### src/rtl/coherence_bus_arbiter_pkg.sv
// -----------------------------------------------------------------------------
// bus_arb_pkg
// Shared types and sizing for the coherence bus arbiter and the bus-controller
// interface.
//   CPUS / CPU_ID_LENGTH : default requester count and core-id width
//   arb_state_t          : arbiter FSM states
//   arb_req_t            : transaction class handed to the bus controller
//   classify_req()       : maps writeback/exclusive flags to arb_req_t
// -----------------------------------------------------------------------------
package bus_arb_pkg;

  localparam int CPUS          = 2;
  localparam int CPU_ID_LENGTH = $clog2(CPUS);

  typedef enum logic [1:0] {
    ARB_IDLE    = 2'd0,
    ARB_OFFER   = 2'd1,
    ARB_OWN     = 2'd2,
    ARB_RELEASE = 2'd3
  } arb_state_t;

  typedef enum logic [1:0] {
    ARB_R  = 2'd0,
    ARB_RX = 2'd1,
    ARB_WB = 2'd2
  } arb_req_t;

  // An eviction outranks the exclusivity flag: a writeback never needs
  // ownership, whatever ccwrite says.
  function automatic arb_req_t classify_req(input logic wb, input logic x);
    if (wb) return ARB_WB;
    if (x)  return ARB_RX;
    return ARB_R;
  endfunction

endpackage

### src/rtl/coherence_bus_arbiter_if.sv
// -----------------------------------------------------------------------------
// coherence_bus_arbiter_if
// Request/grant bundle between the L1 requesters, the arbiter and the bus
// controller.
//   req, req_wb, req_x : per-core request level, writeback flag, exclusive flag
//   gnt_ack, txn_done  : controller accepted the grant / finished the transaction
//   grant_valid, grant_id, grant_onehot, grant_type : current grant
//   busy               : grant owned by the controller
//   timeout            : watchdog pulse
// Modports: master = arbiter side, slave = requester/controller side.
// -----------------------------------------------------------------------------
interface coherence_bus_arbiter_if #(
  parameter int CPUS          = bus_arb_pkg::CPUS,
  parameter int CPU_ID_LENGTH = $clog2(CPUS)
);
  import bus_arb_pkg::*;

  logic [CPUS-1:0]          req;
  logic [CPUS-1:0]          req_wb;
  logic [CPUS-1:0]          req_x;
  logic                     gnt_ack;
  logic                     txn_done;
  logic                     grant_valid;
  logic [CPU_ID_LENGTH-1:0] grant_id;
  logic [CPUS-1:0]          grant_onehot;
  arb_req_t                 grant_type;
  logic                     busy;
  logic                     timeout;

  modport master (
    input  req, req_wb, req_x, gnt_ack, txn_done,
    output grant_valid, grant_id, grant_onehot, grant_type, busy, timeout
  );

  modport slave (
    output req, req_wb, req_x, gnt_ack, txn_done,
    input  grant_valid, grant_id, grant_onehot, grant_type, busy, timeout
  );

endinterface

### src/rtl/coherence_bus_arbiter_rr_priority_sel.sv
// -----------------------------------------------------------------------------
// rr_priority_sel
// Combinational rotating-priority encoder: returns the first set request bit
// scanning rr_ptr, rr_ptr+1, ... wrapping at CPUS-1 -> 0. CPUS need not be a
// power of two.
//   req     : request vector
//   rr_ptr  : highest-priority index (must be < CPUS)
//   any_req : at least one request set
//   sel_id  : selected index (0 when any_req=0)
// -----------------------------------------------------------------------------
module rr_priority_sel #(
  parameter int CPUS          = 2,
  parameter int CPU_ID_LENGTH = $clog2(CPUS)
) (
  input  logic [CPUS-1:0]          req,
  input  logic [CPU_ID_LENGTH-1:0] rr_ptr,
  output logic                     any_req,
  output logic [CPU_ID_LENGTH-1:0] sel_id
);

  logic found;

  // Two linear passes instead of a modular index: the first covers
  // rr_ptr..CPUS-1, the second picks up the wrapped part 0..rr_ptr-1.
  always_comb begin
    // NOTE: every output gets a default before the loops so no path leaves
    // it unassigned -- otherwise synthesis infers a latch.
    any_req = |req;
    sel_id  = '0;
    found   = 1'b0;
    for (int j = 0; j < CPUS; j++) begin
      if (!found && req[j] && (j >= int'(rr_ptr))) begin
        found  = 1'b1;
        sel_id = CPU_ID_LENGTH'(j);
      end
    end
    for (int j = 0; j < CPUS; j++) begin
      if (!found && req[j]) begin
        found  = 1'b1;
        sel_id = CPU_ID_LENGTH'(j);
      end
    end
  end

endmodule

### src/rtl/coherence_bus_arbiter.sv
// -----------------------------------------------------------------------------
// coherence_bus_arbiter
// Round-robin arbiter sharing one coherence bus controller between CPUS L1
// requesters. Offers a grant, holds it while the controller owns the bus,
// classifies the request and releases on txn_done or watchdog expiry.
//   clk  : system clock
//   RST  : asynchronous, active-high reset
//   bus  : coherence_bus_arbiter_if.master (requests in, registered grant out)
// Parameters: CPUS (>=2), CPU_ID_LENGTH, TIMEOUT_CYCLES (0 disables watchdog).
// -----------------------------------------------------------------------------
module coherence_bus_arbiter #(
  parameter int CPUS           = bus_arb_pkg::CPUS,
  parameter int CPU_ID_LENGTH  = $clog2(CPUS),
  parameter int TIMEOUT_CYCLES = 1024
) (
  input  logic                           clk,
  input  logic                           RST,
  coherence_bus_arbiter_if.master        bus
);
  import bus_arb_pkg::*;

  localparam int WD_W = (TIMEOUT_CYCLES > 1) ? $clog2(TIMEOUT_CYCLES) : 1;
  localparam logic [WD_W-1:0] WD_LIMIT =
    (TIMEOUT_CYCLES > 0) ? WD_W'(TIMEOUT_CYCLES - 1) : '0;
  localparam bit WD_EN = (TIMEOUT_CYCLES > 0);

  arb_state_t               state;
  logic [CPU_ID_LENGTH-1:0] rr_ptr;
  logic [WD_W-1:0]          wd_cnt;

  logic                     grant_valid_q;
  logic [CPU_ID_LENGTH-1:0] grant_id_q;
  logic [CPUS-1:0]          grant_onehot_q;
  arb_req_t                 grant_type_q;
  logic                     busy_q;
  logic                     timeout_q;

  logic                     any_req;
  logic [CPU_ID_LENGTH-1:0] sel_id;
  logic [CPUS-1:0]          sel_onehot;
  logic                     req_held;
  logic                     wd_hit;

  rr_priority_sel #(
    .CPUS          (CPUS),
    .CPU_ID_LENGTH (CPU_ID_LENGTH)
  ) u_sel (
    .req     (bus.req),
    .rr_ptr  (rr_ptr),
    .any_req (any_req),
    .sel_id  (sel_id)
  );

  assign sel_onehot = CPUS'(1) << sel_id;
  // The registered one-hot doubles as a mask for "is the granted core still
  // asking", avoiding a variable index into req.
  assign req_held   = |(bus.req & grant_onehot_q);
  assign wd_hit     = WD_EN && (wd_cnt == WD_LIMIT);

  // NOTE: all state here is updated with non-blocking assignments so every
  // branch reads the pre-edge values, independent of statement order.
  always_ff @(posedge clk or posedge RST) begin
    if (RST) begin
      state          <= ARB_IDLE;
      rr_ptr         <= '0;
      wd_cnt         <= '0;
      grant_valid_q  <= 1'b0;
      grant_id_q     <= '0;
      grant_onehot_q <= '0;
      grant_type_q   <= ARB_R;
      busy_q         <= 1'b0;
      timeout_q      <= 1'b0;
    end else begin
      timeout_q <= 1'b0;
      case (state)
        ARB_IDLE: begin
          if (any_req) begin
            state          <= ARB_OFFER;
            grant_valid_q  <= 1'b1;
            grant_id_q     <= sel_id;
            grant_onehot_q <= sel_onehot;
            grant_type_q   <= classify_req(|(bus.req_wb & sel_onehot),
                                           |(bus.req_x  & sel_onehot));
            wd_cnt         <= '0;
          end
        end

        ARB_OFFER: begin
          if (wd_cnt != '1) wd_cnt <= wd_cnt + 1'b1;
          if (bus.gnt_ack) begin
            // Ack outranks a same-cycle withdrawal: the controller has
            // already committed to this core.
            state  <= ARB_OWN;
            busy_q <= 1'b1;
          end else if (wd_hit) begin
            state          <= ARB_RELEASE;
            timeout_q      <= 1'b1;
            grant_valid_q  <= 1'b0;
            grant_onehot_q <= '0;
          end else if (!req_held) begin
            // Withdrawn before ack: back off without moving rr_ptr so the
            // same priority order applies to the next decision.
            state          <= ARB_IDLE;
            grant_valid_q  <= 1'b0;
            grant_onehot_q <= '0;
          end
        end

        ARB_OWN: begin
          if (wd_cnt != '1) wd_cnt <= wd_cnt + 1'b1;
          if (bus.txn_done || wd_hit) begin
            // Completion on the limit cycle is a normal release.
            state          <= ARB_RELEASE;
            timeout_q      <= !bus.txn_done;
            grant_valid_q  <= 1'b0;
            grant_onehot_q <= '0;
            busy_q         <= 1'b0;
          end
        end

        ARB_RELEASE: begin
          // One-cycle bubble; the pointer moves past the core just served
          // (or just timed out), which bounds every waiter to CPUS-1 grants.
          rr_ptr <= (grant_id_q == CPU_ID_LENGTH'(CPUS - 1)) ? '0
                                                              : grant_id_q + 1'b1;
          state  <= ARB_IDLE;
        end

        default: state <= ARB_IDLE;
      endcase
    end
  end

  assign bus.grant_valid  = grant_valid_q;
  assign bus.grant_id     = grant_id_q;
  assign bus.grant_onehot = grant_onehot_q;
  assign bus.grant_type   = grant_type_q;
  assign bus.busy         = busy_q;
  assign bus.timeout      = timeout_q;

endmodule
### src/flat_wrapper.sv
// flat-port wrapper written by rule: the top's interface ports become plain ports
module coherence_bus_arbiter_flat import bus_arb_pkg::*;
#(
  parameter int CPUS           = bus_arb_pkg::CPUS,
  parameter int CPU_ID_LENGTH  = $clog2(CPUS),
  parameter int TIMEOUT_CYCLES = 1024
)
  (clk, RST, bus_req, bus_req_wb, bus_req_x, bus_gnt_ack, bus_txn_done, bus_grant_valid, bus_grant_id, bus_grant_onehot, bus_grant_type, bus_busy, bus_timeout);
  coherence_bus_arbiter_if #(.CPUS(CPUS), .CPU_ID_LENGTH(CPU_ID_LENGTH)) bus_i ();
  input  logic clk;
  input  logic RST;
  input wire logic [$bits(bus_i.req)-1:0] bus_req;
  input wire logic [$bits(bus_i.req_wb)-1:0] bus_req_wb;
  input wire logic [$bits(bus_i.req_x)-1:0] bus_req_x;
  input wire logic [$bits(bus_i.gnt_ack)-1:0] bus_gnt_ack;
  input wire logic [$bits(bus_i.txn_done)-1:0] bus_txn_done;
  output wire logic [$bits(bus_i.grant_valid)-1:0] bus_grant_valid;
  output wire logic [$bits(bus_i.grant_id)-1:0] bus_grant_id;
  output wire logic [$bits(bus_i.grant_onehot)-1:0] bus_grant_onehot;
  output wire logic [$bits(bus_i.grant_type)-1:0] bus_grant_type;
  output wire logic [$bits(bus_i.busy)-1:0] bus_busy;
  output wire logic [$bits(bus_i.timeout)-1:0] bus_timeout;
  assign bus_i.req = bus_req;
  assign bus_i.req_wb = bus_req_wb;
  assign bus_i.req_x = bus_req_x;
  assign bus_i.gnt_ack = bus_gnt_ack;
  assign bus_i.txn_done = bus_txn_done;
  assign bus_grant_valid = bus_i.grant_valid;
  assign bus_grant_id = bus_i.grant_id;
  assign bus_grant_onehot = bus_i.grant_onehot;
  assign bus_grant_type = bus_i.grant_type;
  assign bus_busy = bus_i.busy;
  assign bus_timeout = bus_i.timeout;
  coherence_bus_arbiter #(.CPUS(CPUS), .CPU_ID_LENGTH(CPU_ID_LENGTH), .TIMEOUT_CYCLES(TIMEOUT_CYCLES)) u_core (.clk(clk), .RST(RST), .bus(bus_i));
endmodule
### config.mk
export PLATFORM = sky130hd
export DESIGN_NAME = coherence_bus_arbiter_flat
export DESIGN_NICKNAME = d
export VERILOG_FILES = /design/src/rtl/coherence_bus_arbiter_pkg.sv /design/src/rtl/coherence_bus_arbiter_if.sv /design/src/rtl/coherence_bus_arbiter_rr_priority_sel.sv /design/src/rtl/coherence_bus_arbiter.sv /design/src/flat_wrapper.sv
export SDC_FILE = /design/constraint.sdc
export NUM_CORES = 1
export LEC_CHECK = 0
export CAP_MARGIN = 20
export CORE_MARGIN = 4
export CORE_UTILIZATION = 50
export DETAILED_ROUTE_END_ITERATION = 7
export DONT_BUFFER_PORTS = 1
export GPL_ROUTABILITY_DRIVEN = 1
export HOLD_SLACK_MARGIN = 0.05
export PLACE_DENSITY = 0.75
export REMOVE_ABC_BUFFERS = 1
export SYNTH_ARGS = -nofsm -noshare
export SYNTH_HDL_FRONTEND = slang
export SYNTH_SLANG_ARGS = --single-unit
### constraint.sdc
create_clock -name clk -period 3.48 [get_ports clk]
set_clock_uncertainty 0.05 [all_clocks]
set_input_delay 0.522 -clock clk [delete_from_list [all_inputs] [get_ports clk]]
set_output_delay 0.522 -clock clk [all_outputs]
set_load 0.01 [all_outputs]
==> metrics.csv <==
stage;metric;value;unit
placement;dp_cells;158;
worst_setup_path;slowest_delay;0.78;ns
sta;setup_viol_count_final;0;
detailed_routing;routed_via_density;6.15;
synth;synthXorXnorAreaFrac;0;%
detailed_routing;drt_wl_total;2670;µm
cells_and_area;insertedDiodeCount;0;
placement;gp_congestion;0.848;
power_and_ir_drop;power_frac_clock;13.0;%
synth;yosys.area.top_type_share;42.1;%
synth;synth-adder-area-share;6.01;%
floorplanning;rows;17;
synth;synth_compound_area_share;20.5;%
synth;synth_area_leaders;dfrtp_1 42%, ha_1 6.0%, o21ai_0 5.2%, a21oi_1 3.6%, inv_1 3.3%;
sta;period_needed;2.37;ns
sta;fin_hold_ws;0.189;ns
floorplanning;start_util;54.4;%
worst_setup_path;worstReg2RegEnd;u_core.wd_cnt[5];
power_and_ir_drop;p_seq_share;43.2;%
cts;htree_levels;1;
worst_setup_path;crit_type;register to register;
power_and_ir_drop;power.density;719;nW/µm²
detailed_routing;drtIter0Drc;63;
power_and_ir_drop;vdd.ir_drop.worst;0.602;mV
worst_setup_path;crit_path_end_kind;register;
sta;maxSlewViolCount;0;
cts;cts_tree;built;
grt;grt_pass1_vias;903;
worst_setup_path;crit_cells;6;
floorplanning;ioPinCount;18;
synth;yosys.area_share.simple;22.1;%
detailed_routing;routed-via-count;997;
worst_setup_path;rr_worst_depth;6;
synth;ys_seq_elements;21;
cts;post_cts_buffers;0;
grt;antenna_found_initial;0;
synth;synth_area;1250;µm²
placement;post-dp-hpwl;2030;µm
power_and_ir_drop;switching_power;0.406;mW
worst_setup_path;crit_top_cell;inv_1;
worst_setup_path;slowest_stage;nor4_1;
cts;numCtsBuffers;3;
cts;clockBufferDepth;2;
cts;cts_hold_buf;0;
synth;async_reset_ff_share;100;%
synth;syn_avg_cell_area;9.46;µm²
cells_and_area;finish.utilization;56.6;%
worst_setup_path;critPathArrivalTime;2.50;ns
cells_and_area;nNetsFinal;151;
sta;setup_tns;0;ns
power_and_ir_drop;swShare;43.4;%
synth;synth-seq-area-share;42.1;%
detailed_routing;ant_nets;0;
detailed_routing;avgRoutedWirePerCell;16.5;µm
worst_setup_path;regToRegSetupSlack;1.11;ns
cells_and_area;final_cells;162;
cts;clk_pin_slew;0.13;ns
grt;grt_max_degree;22;
placement;port_buffers;0;
sta;min_period_over_period;68.1;%
cells_and_area;drive_gt1_share;12.7;%
power_and_ir_drop;cellLeakagePower;0.555;nW
worst_setup_path;cp-endpoint;u_core.wd_cnt[5];
synth;synth_edf_count;0;
power_and_ir_drop;combinationalPowerShare;43.7;%
cts;root_buffer;clkbuf_4;
outcome;status;finished, final reports clean;
worst_setup_path;path_cells;inv_1 -> ha_1 -> inv_1 -> nor4_1 -> or4_1 -> a21oi_1;
worst_setup_path;cp_top_family;simple AND/OR/NAND/NOR gates;
grt;grt_first_pass_wirelength;4470;µm
floorplanning;core_area;2300;µm²
cts;cts_resized;0;
grt;track_usage;17.4;%
power_and_ir_drop;p_int;0.530;mW
synth;synth_top_family_by_area;simple AND/OR/NAND/NOR gates;
sta;worst_slack;1.11;ns
synth;synth_cell_type_count;37;
worst_setup_path;start_kind;register;
sta;slew_headroom;41.5;%
cts;clk_latency;0.31;ns
sta;tightest_slew;0.870;ns
synth;synth_top_flop_cell;dfrtp_1;
grt;grt-ovfl-total;0;
cells_and_area;syn_to_final_growth;4.21;%
worst_setup_path;r2r-start;u_core.state[0];
cts;cts.sinks;21;
worst_setup_path;crit_start;u_core.state[0];
synth;synth_top_area_cell;dfrtp_1;
placement;pre_cts_slack;1.18;ns
run;maxCapViolCount;0;
synth;yosysWarnings;0;
synth;syn_inst;132;
sta;finalHoldViolations;0;
worst_setup_path;crit_buf_inv;2;
detailed_routing;drc;0;
sta;max_freq;422;MHz
synth;synthMuxAreaShare;5.11;%
worst_setup_path;crit_required;3.61;ns
detailed_routing;first_pass_iters;4;
sta;grt_setup_unrepaired;false;
floorplanning;die_x;58.0;µm
floorplanning;die_y;58.0;µm
worst_setup_path;crit_fanout;9;
floorplanning;die_area;3360;µm²
worst_hold_path;hold_path.class;input pin to asynchronous set/reset pin;
[metal layers]
metal / global-route usage [%] / wire [µm] / up-vias
li1: - / - / 486
met1: 25.8 / 1280 / 467
met2: 25.5 / 1190 / 38
met3: 3.12 / 159 / 6
met4: 5.96 / 33 / 0
met5: 0 / 0 / -
[cells in the final DEF, fill, tap and decap left out, types with 2 or more instances in the layout]
cell,Yosys,layout
or2_2,2,2
nor2b_1,2,2
o21ai_0,13,13
o311a_1,2,2
o31ai_1,3,3
ha_1,6,6
inv_1,11,11
mux2i_1,3,3
a21oi_1,9,9
nor3_1,5,5
nand2b_1,2,2
nor2_1,9,9
o21bai_1,2,2
nand3_1,5,5
mux2_2,3,3
or4_1,3,3
dfrtp_1,21,21
clkbuf_4,0,3
or3_1,2,2
nand2_1,10,10
[cell families after synthesis]
group                      count (synthesis)
and+or+nand+nor                           47
AOI/OAI and AO/OA                         39
DFF                                       21
buffers and inverters                     13
muxes                                      6
adders and majority gates                  6
[worst min path at each step]
| stage | endpoint | cells after the start | start |
|---|---|---|---|
| global route | u_core.bus.grant_type[0] | 1 | RST |
| global placement | u_core.wd_cnt[0] | 1 | u_core.wd_cnt[0] |
| detailed placement | u_core.wd_cnt[0] | 1 | u_core.wd_cnt[0] |
| CTS | u_core.bus.grant_type[1] | 1 | RST |
| finish | u_core.bus.grant_type[1] | 1 | RST |
| floorplan | u_core.wd_cnt[0] | 1 | u_core.wd_cnt[0] |
[stage by stage]
stage / total power, mW / instance area, µm²
floorplan: 0.715 / 1240
global placement: 0.800 / 1270
detailed placement: 0.813 / 1270
CTS: 0.937 / 1300
global route: 1.02 / 1300
finish: 0.936 / 1300
[power by group through the flow]
stage                     Sequential, mW  Combinational, mW  Clock, mW
after floorplan                    0.393              0.323          0
after global placement             0.410              0.390          0
after detailed placement           0.410              0.403          0
after CTS                          0.405              0.407      0.125
after global routing               0.414              0.462      0.142
final                              0.405              0.409      0.122
[Yosys cell counts, types with 2 or more instances]
cell type / instances
a21oi_1: 9
buf_2: 2
dfrtp_1: 21
ha_1: 6
inv_1: 11
mux2_2: 3
mux2i_1: 3
nand2_1: 10
nand2b_1: 2
nand3_1: 5
nor2_1: 9
nor2b_1: 2
nor3_1: 5
o21ai_0: 13
o21bai_1: 2
o311a_1: 2
o31ai_1: 3
or2_2: 2
or3_1: 2
or4_1: 3
[state kept, by name, indices dropped and copies added (netlist names), named ones only]
name                     count
u_core.wd_cnt               10
u_core.bus.grant_onehot      2
u_core.bus.grant_type        2
u_core.bus.busy              1
u_core.bus.grant_id          1
u_core.bus.grant_valid       1
u_core.bus.timeout           1
u_core.rr_ptr                1
u_core.state                 1
[layout make-up]
| type | count | area (µm²) |
|---|---|---|
| tap | 28 | 35.0 |
| inverter | 11 | 41.3 |
| multi-input combinational | 98 | 672 |
| sequential | 21 | 526 |
| clock buffer | 3 | 22.5 |
| clock inverter | 1 | 5.00 |
| fill | 209 | 996 |
(Power assumes the default switching activity.)
